==> config.mk <==
export PLATFORM = sky130hd
export DESIGN_NAME = alu_arb2
export DESIGN_NICKNAME = d
export VERILOG_FILES = /design/src/rtl/alu_arb2.sv
export SDC_FILE = /design/constraint.sdc
export NUM_CORES = 1
export LEC_CHECK = 0
export CAP_MARGIN = 0
export CORE_ASPECT_RATIO = 1.4
export CORE_MARGIN = 3
export CORE_UTILIZATION = 35
export DETAILED_ROUTE_END_ITERATION = 10
export GPL_TIMING_DRIVEN = 0
export PLACE_DENSITY = 0.78
export SYNTH_ARGS = -nofsm -noshare
export SYNTH_HDL_FRONTEND = slang
export SYNTH_SLANG_ARGS = --single-unit
==> constraint.sdc <==
create_clock -name i_clk -period 3.7 [get_ports i_clk]
set_input_delay 0.74 -clock i_clk [delete_from_list [all_inputs] [get_ports i_clk]]
set_output_delay 0.74 -clock i_clk [all_outputs]
set_load 0.01 [all_outputs]
==> src/rtl/alu_arb2.sv <==
// -----------------------------------------------------------------------------
// alu_arb2
// Two-requester front end for a single shared ALU. One operation is in flight
// at a time: an idle-state round-robin arbiter accepts a request, the captured
// operands are issued to the ALU for one cycle, the result (or an error for an
// illegal opcode / missing result) is held as a response until it is consumed.
//
// Ports
//   i_clk, i_rst_n                 clock, asynchronous active-low reset
//   i_reqK_valid / o_reqK_ready    request handshake for requester K (0/1)
//   i_reqK_a, i_reqK_b             signed Q6.5 operands
//   i_reqK_inst                    opcode: 000 add, 001 sub, 010 mul, 011 mac
//   o_alu_valid/_a/_b/_inst        one-cycle issue to the shared ALU
//   i_alu_valid/_data/_overflow    ALU result
//   o_rsp_valid / i_rsp_ready      response handshake
//   o_rsp_id/_data/_overflow/_err  response payload (err: illegal op/timeout)
//   o_busy                         high whenever not idle
// -----------------------------------------------------------------------------
module alu_arb2 #(
  parameter int unsigned TIMEOUT = 15
) (
  input  logic        i_clk,
  input  logic        i_rst_n,
  input  logic        i_req0_valid,
  input  logic        i_req1_valid,
  output logic        o_req0_ready,
  output logic        o_req1_ready,
  input  logic [11:0] i_req0_a,
  input  logic [11:0] i_req0_b,
  input  logic [11:0] i_req1_a,
  input  logic [11:0] i_req1_b,
  input  logic [2:0]  i_req0_inst,
  input  logic [2:0]  i_req1_inst,
  output logic        o_alu_valid,
  output logic [11:0] o_alu_a,
  output logic [11:0] o_alu_b,
  output logic [2:0]  o_alu_inst,
  input  logic        i_alu_valid,
  input  logic [11:0] i_alu_data,
  input  logic        i_alu_overflow,
  output logic        o_rsp_valid,
  input  logic        i_rsp_ready,
  output logic        o_rsp_id,
  output logic [11:0] o_rsp_data,
  output logic        o_rsp_overflow,
  output logic        o_rsp_err,
  output logic        o_busy
);

  typedef enum logic [1:0] {
    ST_IDLE  = 2'b00,
    ST_ISSUE = 2'b01,
    ST_WAIT  = 2'b10,
    ST_RESP  = 2'b11
  } state_e;

  // Last WAIT count at which a result is still accepted.
  localparam logic [3:0] TIMEOUT_LAST = 4'(TIMEOUT - 32'd1);

  state_e      state_q, state_d;
  logic        last_grant_q, last_grant_d;
  logic [3:0]  wait_cnt_q, wait_cnt_d;
  logic [11:0] op_a_q, op_a_d;
  logic [11:0] op_b_q, op_b_d;
  logic [2:0]  op_inst_q, op_inst_d;
  logic        op_id_q, op_id_d;
  logic        rsp_id_q, rsp_id_d;
  logic [11:0] rsp_data_q, rsp_data_d;
  logic        rsp_ovf_q, rsp_ovf_d;
  logic        rsp_err_q, rsp_err_d;

  logic        grant_valid_s;
  logic        grant_id_s;
  logic [11:0] sel_a_s;
  logic [11:0] sel_b_s;
  logic [2:0]  sel_inst_s;
  logic        ready0_s;
  logic        ready1_s;

  // Round-robin pick: a tie goes to the requester that was not granted last.
  function automatic logic pick_grant(input logic v0, input logic v1, input logic last);
    logic g;
    if (v0 && v1) begin
      g = ~last;
    end else if (v1) begin
      g = 1'b1;
    end else begin
      g = 1'b0;
    end
    return g;
  endfunction

  // Illegal opcode decode: codes 3'b100 through 3'b111.
  function automatic logic is_illegal(input logic [2:0] inst);
    return inst[2];
  endfunction

  assign grant_valid_s = i_req0_valid | i_req1_valid;
  assign grant_id_s    = pick_grant(i_req0_valid, i_req1_valid, last_grant_q);
  assign sel_a_s       = grant_id_s ? i_req1_a    : i_req0_a;
  assign sel_b_s       = grant_id_s ? i_req1_b    : i_req0_b;
  assign sel_inst_s    = grant_id_s ? i_req1_inst : i_req0_inst;

  // Next-state, capture and ready decode for the one-op-in-flight FSM.
  always_comb begin
    state_d      = state_q;
    last_grant_d = last_grant_q;
    wait_cnt_d   = wait_cnt_q;
    op_a_d       = op_a_q;
    op_b_d       = op_b_q;
    op_inst_d    = op_inst_q;
    op_id_d      = op_id_q;
    rsp_id_d     = rsp_id_q;
    rsp_data_d   = rsp_data_q;
    rsp_ovf_d    = rsp_ovf_q;
    rsp_err_d    = rsp_err_q;
    ready0_s     = 1'b0;
    ready1_s     = 1'b0;
    case (state_q)
      ST_IDLE: begin
        if (grant_valid_s) begin
          ready0_s     = ~grant_id_s;
          ready1_s     = grant_id_s;
          last_grant_d = grant_id_s;
          op_a_d       = sel_a_s;
          op_b_d       = sel_b_s;
          op_inst_d    = sel_inst_s;
          op_id_d      = grant_id_s;
          if (is_illegal(sel_inst_s)) begin
            // Answered immediately; the ALU never sees it.
            state_d    = ST_RESP;
            rsp_id_d   = grant_id_s;
            rsp_data_d = 12'h000;
            rsp_ovf_d  = 1'b0;
            rsp_err_d  = 1'b1;
          end else begin
            state_d = ST_ISSUE;
          end
        end else begin
          state_d = ST_IDLE;
        end
      end
      ST_ISSUE: begin
        state_d    = ST_WAIT;
        wait_cnt_d = 4'd0;
      end
      ST_WAIT: begin
        // A result in the final counted cycle still beats the timeout.
        if (i_alu_valid) begin
          state_d    = ST_RESP;
          rsp_id_d   = op_id_q;
          rsp_data_d = i_alu_data;
          rsp_ovf_d  = i_alu_overflow;
          rsp_err_d  = 1'b0;
        end else if (wait_cnt_q == TIMEOUT_LAST) begin
          state_d    = ST_RESP;
          rsp_id_d   = op_id_q;
          rsp_data_d = 12'h000;
          rsp_ovf_d  = 1'b0;
          rsp_err_d  = 1'b1;
        end else begin
          wait_cnt_d = wait_cnt_q + 4'd1;
        end
      end
      ST_RESP: begin
        if (i_rsp_ready) begin
          state_d = ST_IDLE;
        end else begin
          state_d = ST_RESP;
        end
      end
      default: begin
        state_d = ST_IDLE;
      end
    endcase
  end

  // State and datapath registers; reset leaves requester 0 the first tie winner.
  always_ff @(posedge i_clk or negedge i_rst_n) begin
    if (!i_rst_n) begin
      state_q      <= ST_IDLE;
      last_grant_q <= 1'b1;
      wait_cnt_q   <= 4'd0;
      op_a_q       <= 12'h000;
      op_b_q       <= 12'h000;
      op_inst_q    <= 3'd0;
      op_id_q      <= 1'b0;
      rsp_id_q     <= 1'b0;
      rsp_data_q   <= 12'h000;
      rsp_ovf_q    <= 1'b0;
      rsp_err_q    <= 1'b0;
    end else begin
      state_q      <= state_d;
      last_grant_q <= last_grant_d;
      wait_cnt_q   <= wait_cnt_d;
      op_a_q       <= op_a_d;
      op_b_q       <= op_b_d;
      op_inst_q    <= op_inst_d;
      op_id_q      <= op_id_d;
      rsp_id_q     <= rsp_id_d;
      rsp_data_q   <= rsp_data_d;
      rsp_ovf_q    <= rsp_ovf_d;
      rsp_err_q    <= rsp_err_d;
    end
  end

  // Ready has to answer valid in the same cycle, so it is decoded, and it is
  // forced low while reset is held so no output is ever high during reset.
  assign o_req0_ready   = ready0_s & i_rst_n;
  assign o_req1_ready   = ready1_s & i_rst_n;

  assign o_alu_valid    = (state_q == ST_ISSUE);
  assign o_alu_a        = op_a_q;
  assign o_alu_b        = op_b_q;
  assign o_alu_inst     = op_inst_q;

  assign o_rsp_valid    = (state_q == ST_RESP);
  assign o_rsp_id       = rsp_id_q;
  assign o_rsp_data     = rsp_data_q;
  assign o_rsp_overflow = rsp_ovf_q;
  assign o_rsp_err      = rsp_err_q;

  assign o_busy         = (state_q != ST_IDLE);

endmodule
==> results of run 1 <==
==> cell usage in the layout (no fill, tap or decap), types with 2 or more instances in the layout <==
cell,Yosys,routed
nand2_1,20,20
dfrtp_1,49,49
buf_2,2,3
ha_1,7,7
a222oi_1,12,12
mux2_2,2,2
clkdlybuf4s50_1,0,118
mux2i_1,15,15
a31oi_1,2,2
clkbuf_8,0,5
a22o_1,14,14
buf_6,2,2
a21oi_1,4,4
clkbuf_1,5,5
nor2_1,6,5
and2_1,3,3
inv_1,22,22
o21ai_0,18,18
nand2b_1,2,2
a2bb2oi_1,2,2
==> worst paths after layout <==
path / to / slack (ns) / cells after the start
setup / recovery: o_req0_ready / 0.18 / 7
hold / removal: o_alu_a[9] / 0.37 / 1
setup reg to reg: o_rsp_data[10] / 1.72 / 7
hold reg to reg: o_alu_a[9] / 0.49 / 2
max in group asynchronous: last_grant_q / 2.73 / 2
min in group i_clk: o_alu_a[9] / 0.49 / 2
==> report_power, final <==
group	switching, W	internal, W	leakage, nW
clock	0.000183	0.000133	0.0441
sequential	0.000139	0.000801	0.629
combinational	0.000670	0.000787	0.979
total	0.000992	0.00172	1.65
==> critical path, cell delays in order <==
cell	delay [ns]
clkdlybuf4s50_1	0.49
a21boi_2	0.22
buf_6	0.17
nor2_2	0.21
buf_2	0.27
and2_1	0.15
clkdlybuf4s50_1	0.53
==> per-layer routing <==
layer  vias to the layer above  wire (um)  track usage, %  share of wire [%]
met5                         -          0               0                  0
met4                         0         59            5.21               0.91
met3                         4        350            2.85                5.4
met2                        63       3540            29.9                 54
met1                      1032       2570            20.7                 39
li1                       1003          -               -                  -
==> metrics by stage <==
step	utilization, %	setup TNS [ns]	worst slack (ns)	instance area [sq um]
3_3_place_gp	56.9	-1.63	-0.851	3580
5_1_grt	58.7	0	0.0775	3690
3_5_place_dp	57.1	0	0.0759	3600
6_report	58.7	0	0.181	3690
4_1_cts	58.6	0	0.0671	3690
2_1_floorplan	-	0	1.37	2300
==> sequential cells by signal, summed over array words and instances (netlist names) <==
register and flops:
op_id_q 1, o_rsp_err 1, wait_cnt_q 4, last_grant_q 1, o_alu_b 12, state_q 2
o_alu_a 12, o_rsp_data 12, o_rsp_overflow 1, o_alu_inst 3, o_rsp_id 1
==> logic make-up after synthesis <==
kind of cell,Yosys count
adder cells (fa/ha/maj),7
multiplexers,17
flip-flops,50
buffers and inverters,32
AND/OR/NAND/NOR,36
AO/OA/AOI/OAI,64
==> final cells by class <==
class	instances	area [sq um]	area share [%]
multi-input combinational	124	913	24.7
clock buffer	5	68.8	1.86
buffer	10	58.8	1.59
timing repair buffer	120	1210	32.7
inverter	22	82.6	2.24
tap	72	90.1	2.44
clock inverter	3	21.3	0.576
sequential	50	1250	33.9
==> impl_metrics.ini, run 1 <==
[clock_network]
cts_sinks = 50
holdBufCountCts = 0
clk_pin_slew_ns = 0.09
root_buffer = clkbuf_8
cts_post_setup_buffers_inserted = 0
numCtsBuffers = 5
cts_tree = yes
cts-resized-gates = 0
clock_path_buffers = 2
htreeDepth = 2
clock_latency_ns = 0.30

[grt]
grt_max_degree = 35
grt_pass1_wl_um = 9980
grt_pass1_vias = 2050
antenna_found_initial = 0
gr-total-overflow = 0
grt_usage_pct = 16.9

[pwr]
p_leak_nw = 1.65
finalPower_w = 0.00271
cellPowerDensity_nw_per_um2 = 735
vdd_ir_drop_max_mv = 0.307

[drt]
first_pass_iters = 7
vias_per_cell = 5.18
wl_um = 6520
drtAntennaViolNets = 0
vias = 2102
drc = 0
drt_iter0_drc = 138
wl_per_cell_um = 16.1

[logic_synthesis]
synth_top_family_by_area = compound AO/OA/AOI/OAI gates
synth_top_cell_by_area = dfrtp_1
synth_top_area_share_pct = 53.3
yosys.area_share.xor_xnor_pct = 0
yosys_most_used_dff = dfrtp_1
ys_ff_latch = 50
synth-compound-area-share_pct = 21.2
synth_cell_types = 37
synth_edf_count = 0
synth_fa_ha_area_share_pct = 3.81
netlist_instances = 206
syn-num-nets = 286
yosys_warnings = 0
synth_area_sq_um = 2300
synth_most_common_cell = dfrtp_1
synth_area_leaders = dfrtp_1, mux2i_1, a22o_1
async_reset_ff_share_pct = 100
ys_seq_area_share_pct = 54.4
synth_mux_area_share_pct = 7.50
synthTopCellsByCount = dfrtp_1, inv_1, nand2_1
synth_area_per_cell_sq_um = 11.2
synth-simple-area-share_pct = 6.96

[sta]
relSlewSlack_pct = 69.3
finClkSkew_ns = 0.0113
hold_slack_ns = 0.373
final-hold-violation-count = 0
setup_viol = 0
fmaxAchievable_ghz = 0.284
min_period_ns = 3.52
drv_slew = 0
max_slew.worst_pin.slew_ns = 0.461
rsz0062_at_grt = no
finalCritPeriodShare_pct = 95.1

[status]
status = complete, no violations

[cells_and_area]
fin_nets = 413
area_growth_pct = 60.5
drive_gt1_share_pct = 6.59
n_antenna_cell = 0
fillers = 562
layoutNonFillerInstCount = 406

[setup_path]
crit_fanout = 10
cp.arrival_ns = 2.78
rr_startpoint = state_q[0]
crit_path_start_kind = primary input
worstPathRequired_ns = 2.96
critPathCaptureType = output port
path_class = in2out
crit_start = i_req1_valid

[die]
ioPinCount = 120
initial_core_util_pct = 36.5
rows = 34
die_x_um = 74.5
die_h_um = 102
core_sq_um = 6300
die_area_sq_um = 7600

[placement]
place_hpwl_um = 5130
gp_congestion = 0.763
placed_cells = 398
port_buffers = 119

[run]
drv_cap = 0

[min_path]
hold_class = in2async
(Power assumes the default switching activity.)
==> run 2, diff against run 1 <==
--- a/config.mk
+++ b/config.mk
@@ -8,10 +8,10 @@
 export CAP_MARGIN = 0
 export CORE_ASPECT_RATIO = 1.4
 export CORE_MARGIN = 3
-export CORE_UTILIZATION = 35
+export CORE_UTILIZATION = 40
 export DETAILED_ROUTE_END_ITERATION = 10
 export GPL_TIMING_DRIVEN = 0
-export PLACE_DENSITY = 0.78
+export PLACE_DENSITY = 0.87
 export SYNTH_ARGS = -nofsm -noshare
 export SYNTH_HDL_FRONTEND = slang
 export SYNTH_SLANG_ARGS = --single-unit
==> run 2 against run 1 <==
Clock-buffer cell count unchanged. Critical path depth decreased by 1. Via count grew 2.9%. Critical path type unchanged.
==> impl_metrics.ini, run 2 (synthesized netlist as in run 1, its figures left out) <==
[die]
die_area_sq_um = 6710
rows = 32
core_sq_um = 5530
die_x_um = 70.1
initial_core_util_pct = 41.6
ioPinCount = 120
die_h_um = 95.7

[setup_path]
crit_path_start_kind = primary input
rr_startpoint = state_q[0]
crit_start = i_req0_valid
crit_fanout = 10
ff2ff_setup_slack_ns = 1.62
r2r_end = o_alu_b[2]
critPathCaptureType = output port
cp.arrival_ns = 2.81
rr_worst_depth = 7
worstPathRequired_ns = 2.96
path_class = in2out

[clock_network]
htreeDepth = 2
clock_latency_ns = 0.31
numCtsBuffers = 5
cts_sinks = 50
clock_path_buffers = 2
clk_pin_slew_ns = 0.10
root_buffer = clkbuf_8
cts_tree = yes

[pwr]
pwr-share-clk_pct = 14.2
finalPower_w = 0.00281
cellPowerDensity_nw_per_um2 = 757
swShare_pct = 36.2
combPwrFrac_pct = 52.1
vdd_ir_drop_max_mv = 0.327
p_int_w = 0.00179
p_switching_w = 0.00102
p_leak_nw = 1.66
seqPwrFrac_pct = 33.7

[drt]
first_pass_iters = 7
wl_um = 6790
vias = 2163
vias_per_cell = 5.38
drtAntennaViolNets = 0
wl_per_cell_um = 16.9
drt_iter0_drc = 181
drc = 0

[grt]
grt_usage_pct = 20.2
grt_max_degree = 40
gr-total-overflow = 0
grt_pass1_wl_um = 10700
grt_pass1_vias = 2159
antenna_found_initial = 0

[cells_and_area]
final_util_pct = 67.2
final_cell_mix = clkdlybuf4s50_1, dfrtp_1, inv_1
fin_nets = 413
drive_gt1_share_pct = 6.29
area_growth_pct = 61.3
layoutNonFillerInstCount = 402
n_antenna_cell = 0
layout_commonest_cell = clkdlybuf4s50_1
postLayoutCellArea_sq_um = 3710

[sta]
min_period_ns = 3.55
setup_viol = 0
finalCritPeriodShare_pct = 96.0
rsz0062_at_grt = no
drv_slew = 0
final-hold-violation-count = 0
max_slew.worst_pin.slew_ns = 0.674
fin_ws_ns = 0.148
relSlewSlack_pct = 54.8
fmaxAchievable_ghz = 0.282
finClkSkew_ns = 0.00786

[placement]
port_buffers = 119
placed_cells = 394
place_hpwl_um = 5220
place_ws_ns = 0.111
placed_cell_area_sq_um = 3590
gp_congestion = 0.757

[min_path]
hold_class = in2async

[run]
drv_cap = 0

[status]
status = complete, no violations
[run 2: cell count changes in the layout (fill, tap and decap cells not counted), sizes merged]
cell	change
bufinv	+1
inv	+1
clkinv	-2
[run 2: cell type report]
class / count / area [sq um]
clock inverters: 3 / 48.8
clock buffers: 5 / 68.8
inverters: 22 / 82.6
fillers: 421 / 1810
repair buffers: 120 / 1210
plain buffers: 10 / 58.8
flip-flops and latches: 50 / 1250
well taps: 68 / 85.1
multi-input cells: 124 / 910
[run 2: per-stage QoR]
step,hold slack [ns],setup TNS [ns]
2_1_floorplan,0.444,0
3_3_place_gp,0.463,-1.57
3_5_place_dp,0.467,0
4_1_cts,0.315,0
5_1_grt,0.319,0
6_report,0.311,0
[run 2: power by group through the flow]
stage	logic [W]	registers (W)	clock network, W
3_5_place_dp	0.00147	0.000955	0
2_1_floorplan	0.000622	0.00105	0
3_3_place_gp	0.00141	0.000939	0
6_report	0.00146	0.000947	0.000400
5_1_grt	0.00159	0.000978	0.000430
4_1_cts	0.00148	0.000945	0.000409
[run 2: timing repair]
action	4_1_cts	5_1_grt
endpoints found under the setup margin	0	1
gates resized for setup	0	1
buffers inserted	0	0
hold buffers	0	0
[run 2: worst max-delay path by stage]
stage | depth (start not counted) | slack, ns | end
5_1_grt | 6 | 0.06 | o_req0_ready
3_3_place_gp | 3 | -0.82 | o_req1_ready
3_5_place_dp | 6 | 0.11 | o_req0_ready
6_report | 6 | 0.15 | o_req0_ready
2_1_floorplan | 5 | 1.37 | o_req0_ready
4_1_cts | 6 | 0.10 | o_req0_ready
[run 2: critical path, cell delays in order]
cell and delay (ns):
clkdlybuf4s50_1 0.48, o21ai_1 0.57, nor2_2 0.15, buf_2 0.23, and2_1 0.17, clkdlybuf4s50_1 0.47
[run 2: layer usage]
layer  vias to the layer above  wire length (um)  global-route usage, %  share of wire, %
li1                       1001                 -                      -                 -
met1                      1061              2370                   21.6                35
met2                        85              3890                   39.0                57
met3                        16               303                   3.13               4.5
met4                         0               227                   9.42               3.3
met5                         -                 0                      0                 0
==> run 3, diff against run 2 <==
--- a/config.mk
+++ b/config.mk
@@ -10,7 +10,6 @@
 export CORE_MARGIN = 3
 export CORE_UTILIZATION = 40
 export DETAILED_ROUTE_END_ITERATION = 10
-export GPL_TIMING_DRIVEN = 0
 export PLACE_DENSITY = 0.87
 export SYNTH_ARGS = -nofsm -noshare
 export SYNTH_HDL_FRONTEND = slang
==> run 3 against run 2 <==
Design area shrank 1.0%. Register-to-register slack gained 0.03 ns. First-iteration DRC count shrank 18%. Clock power shrank 2%. Critical path depth shrank 1. Wire length grew 2.5%. Critical path type unchanged. Largest cell class is now registers.
==> impl_metrics.ini, run 3 (synthesized netlist as in run 1, its figures left out) <==
[status]
status = complete, no violations

[pwr]
seqPwrFrac_pct = 34.4
finalPower_w = 0.00278
p_int_w = 0.00177
cellPowerDensity_nw_per_um2 = 756
p_leak_nw = 1.65
p_switching_w = 0.00101
vdd_ir_drop_max_mv = 0.320
pwr-share-clk_pct = 14.1
swShare_pct = 36.3
combPwrFrac_pct = 51.5

[clock_network]
clock_path_buffers = 2
clock_latency_ns = 0.31
cts-resized-gates = 0
numCtsBuffers = 5
htreeDepth = 2
holdBufCountCts = 0
cts_tree = yes
clk_pin_slew_ns = 0.09
cts_sinks = 50
root_buffer = clkbuf_8
cts_post_setup_buffers_inserted = 0

[grt]
antenna_found_initial = 0
grt_usage_pct = 20.6
grt_max_degree = 44
gr-total-overflow = 0
grt_pass1_wl_um = 10600
grt_pass1_vias = 2144
grtUsageMet1_pct = 22.5
grtUsageMet3_pct = 3.55
met2_usage_pct = 37.7
grt.busiest_layer = met2

[sta]
fmaxAchievable_ghz = 0.315
setup_tns_ns = 0
relSlewSlack_pct = 43.8
final-hold-violation-count = 0
max_slew.worst_pin.slew_ns = 0.840
setup_viol = 0
finClkSkew_ns = 0.00726
min_period_ns = 3.18
rsz0062_at_grt = no
finalCritPeriodShare_pct = 85.8
drv_slew = 0

[setup_path]
crit_fanout = 9
crit_top_cell = clkdlybuf4s50_1
critPathCaptureType = output port
rr_worst_depth = 6
path_class = in2out
cp_slowest_cell = clkdlybuf4s50_1
r2r_end = o_rsp_data[10]
cp.arrival_ns = 2.44
ff2ff_setup_slack_ns = 1.65
crit_path_start_kind = primary input
max_stage_delay_ns = 0.56
worstPathRequired_ns = 2.96
critPathTopFamily = buffers and inverters
crit_chain = clkdlybuf4s50_1 -> a21boi_2 -> buf_4 -> and3_1 -> clkdlybuf4s50_1
critPathBufInv = 3
rr_startpoint = state_q[0]

[placement]
port_buffers = 119
gp_congestion = 0.777
placed_cell_area_sq_um = 3560
place_hpwl_um = 5240

[cells_and_area]
regArea_sq_um = 1250
fin_nets = 408
postLayoutCellArea_sq_um = 3670
area_growth_pct = 59.7
final_cell_mix = clkdlybuf4s50_1, dfrtp_1, inv_1
fillers = 444
multi_input_area_sq_um = 911
layout_commonest_cell = clkdlybuf4s50_1
n_antenna_cell = 0
drive_gt1_share_pct = 6.38

[min_path]
hold_class = in2async

[die]
die_area_sq_um = 6710
ioPinCount = 120
die_h_um = 95.7
core_sq_um = 5530
die_x_um = 70.1
initial_core_util_pct = 41.6
rows = 32

[drt]
drc = 0
vias = 2113
wl_per_cell_um = 17.5
first_pass_iters = 5
drt_iter0_drc = 149
vias_per_cell = 5.32
wl_um = 6960
drtAntennaViolNets = 0

[run]
drv_cap = 0
run 3: worst max path at each step:
stage	depth (start not counted)	endpoint	start	slack, ns
after global routing	5	o_req1_ready	i_req1_valid	0.44
after CTS	5	o_req1_ready	i_req1_valid	0.53
final	5	o_req1_ready	i_req1_valid	0.52
after global placement	5	o_req1_ready	i_req1_valid	0.57
after detailed placement	5	o_req1_ready	i_req1_valid	0.53
after floorplan	5	o_req0_ready	i_req1_valid	1.37
run 3: metrics by stage:
step / hold slack, ns / utilization [%] / setup slack (ns) / std cells
final: 0.319 / 66.5 / 0.524 / 397
after global routing: 0.335 / 66.5 / 0.437 / 397
after CTS: 0.316 / 66.5 / 0.527 / 397
after detailed placement: 0.470 / 64.5 / 0.529 / 389
after global placement: 0.462 / 64.5 / 0.570 / 389
after floorplan: 0.444 / - / 1.37 / 206
run 3: cell type report:
| type | count | share of cell area, % |
|---|---|---|
| Sequential cell | 50 | 34.1 |
| Timing Repair Buffer | 125 | 33.5 |
| Multi-Input combinational cell | 124 | 24.8 |
| Tap cell | 68 | 2.32 |
| Inverter | 22 | 2.25 |
| Clock buffer | 5 | 1.87 |
| Clock inverter | 3 | 1.19 |
run 3: power by group through the flow:
stage                     Sequential [W]  Clock (W)  Combinational (W)
final                           0.000955   0.000392            0.00143
after global routing            0.000982   0.000416            0.00155
after CTS                       0.000953   0.000399            0.00144
after detailed placement        0.000960          0            0.00143
after global placement          0.000946          0            0.00139
after floorplan                  0.00105          0           0.000622
run 3: per-layer routing:
metal,vias up,part of all wire (%),routed length (um)
met5,-,0,0
met4,0,2.9,205
met3,12,4.8,334
met2,84,56,3890
met1,1023,36,2530
li1,994,-,-
run 3: worst reg2reg max path, cell delays in order, from the launching register on:
cell	delay, ns
dfrtp_1	0.41
inv_1	0.10
ha_1	0.31
inv_1	0.19
a221oi_2	0.07
nor2_1	0.66
a22o_1	0.27
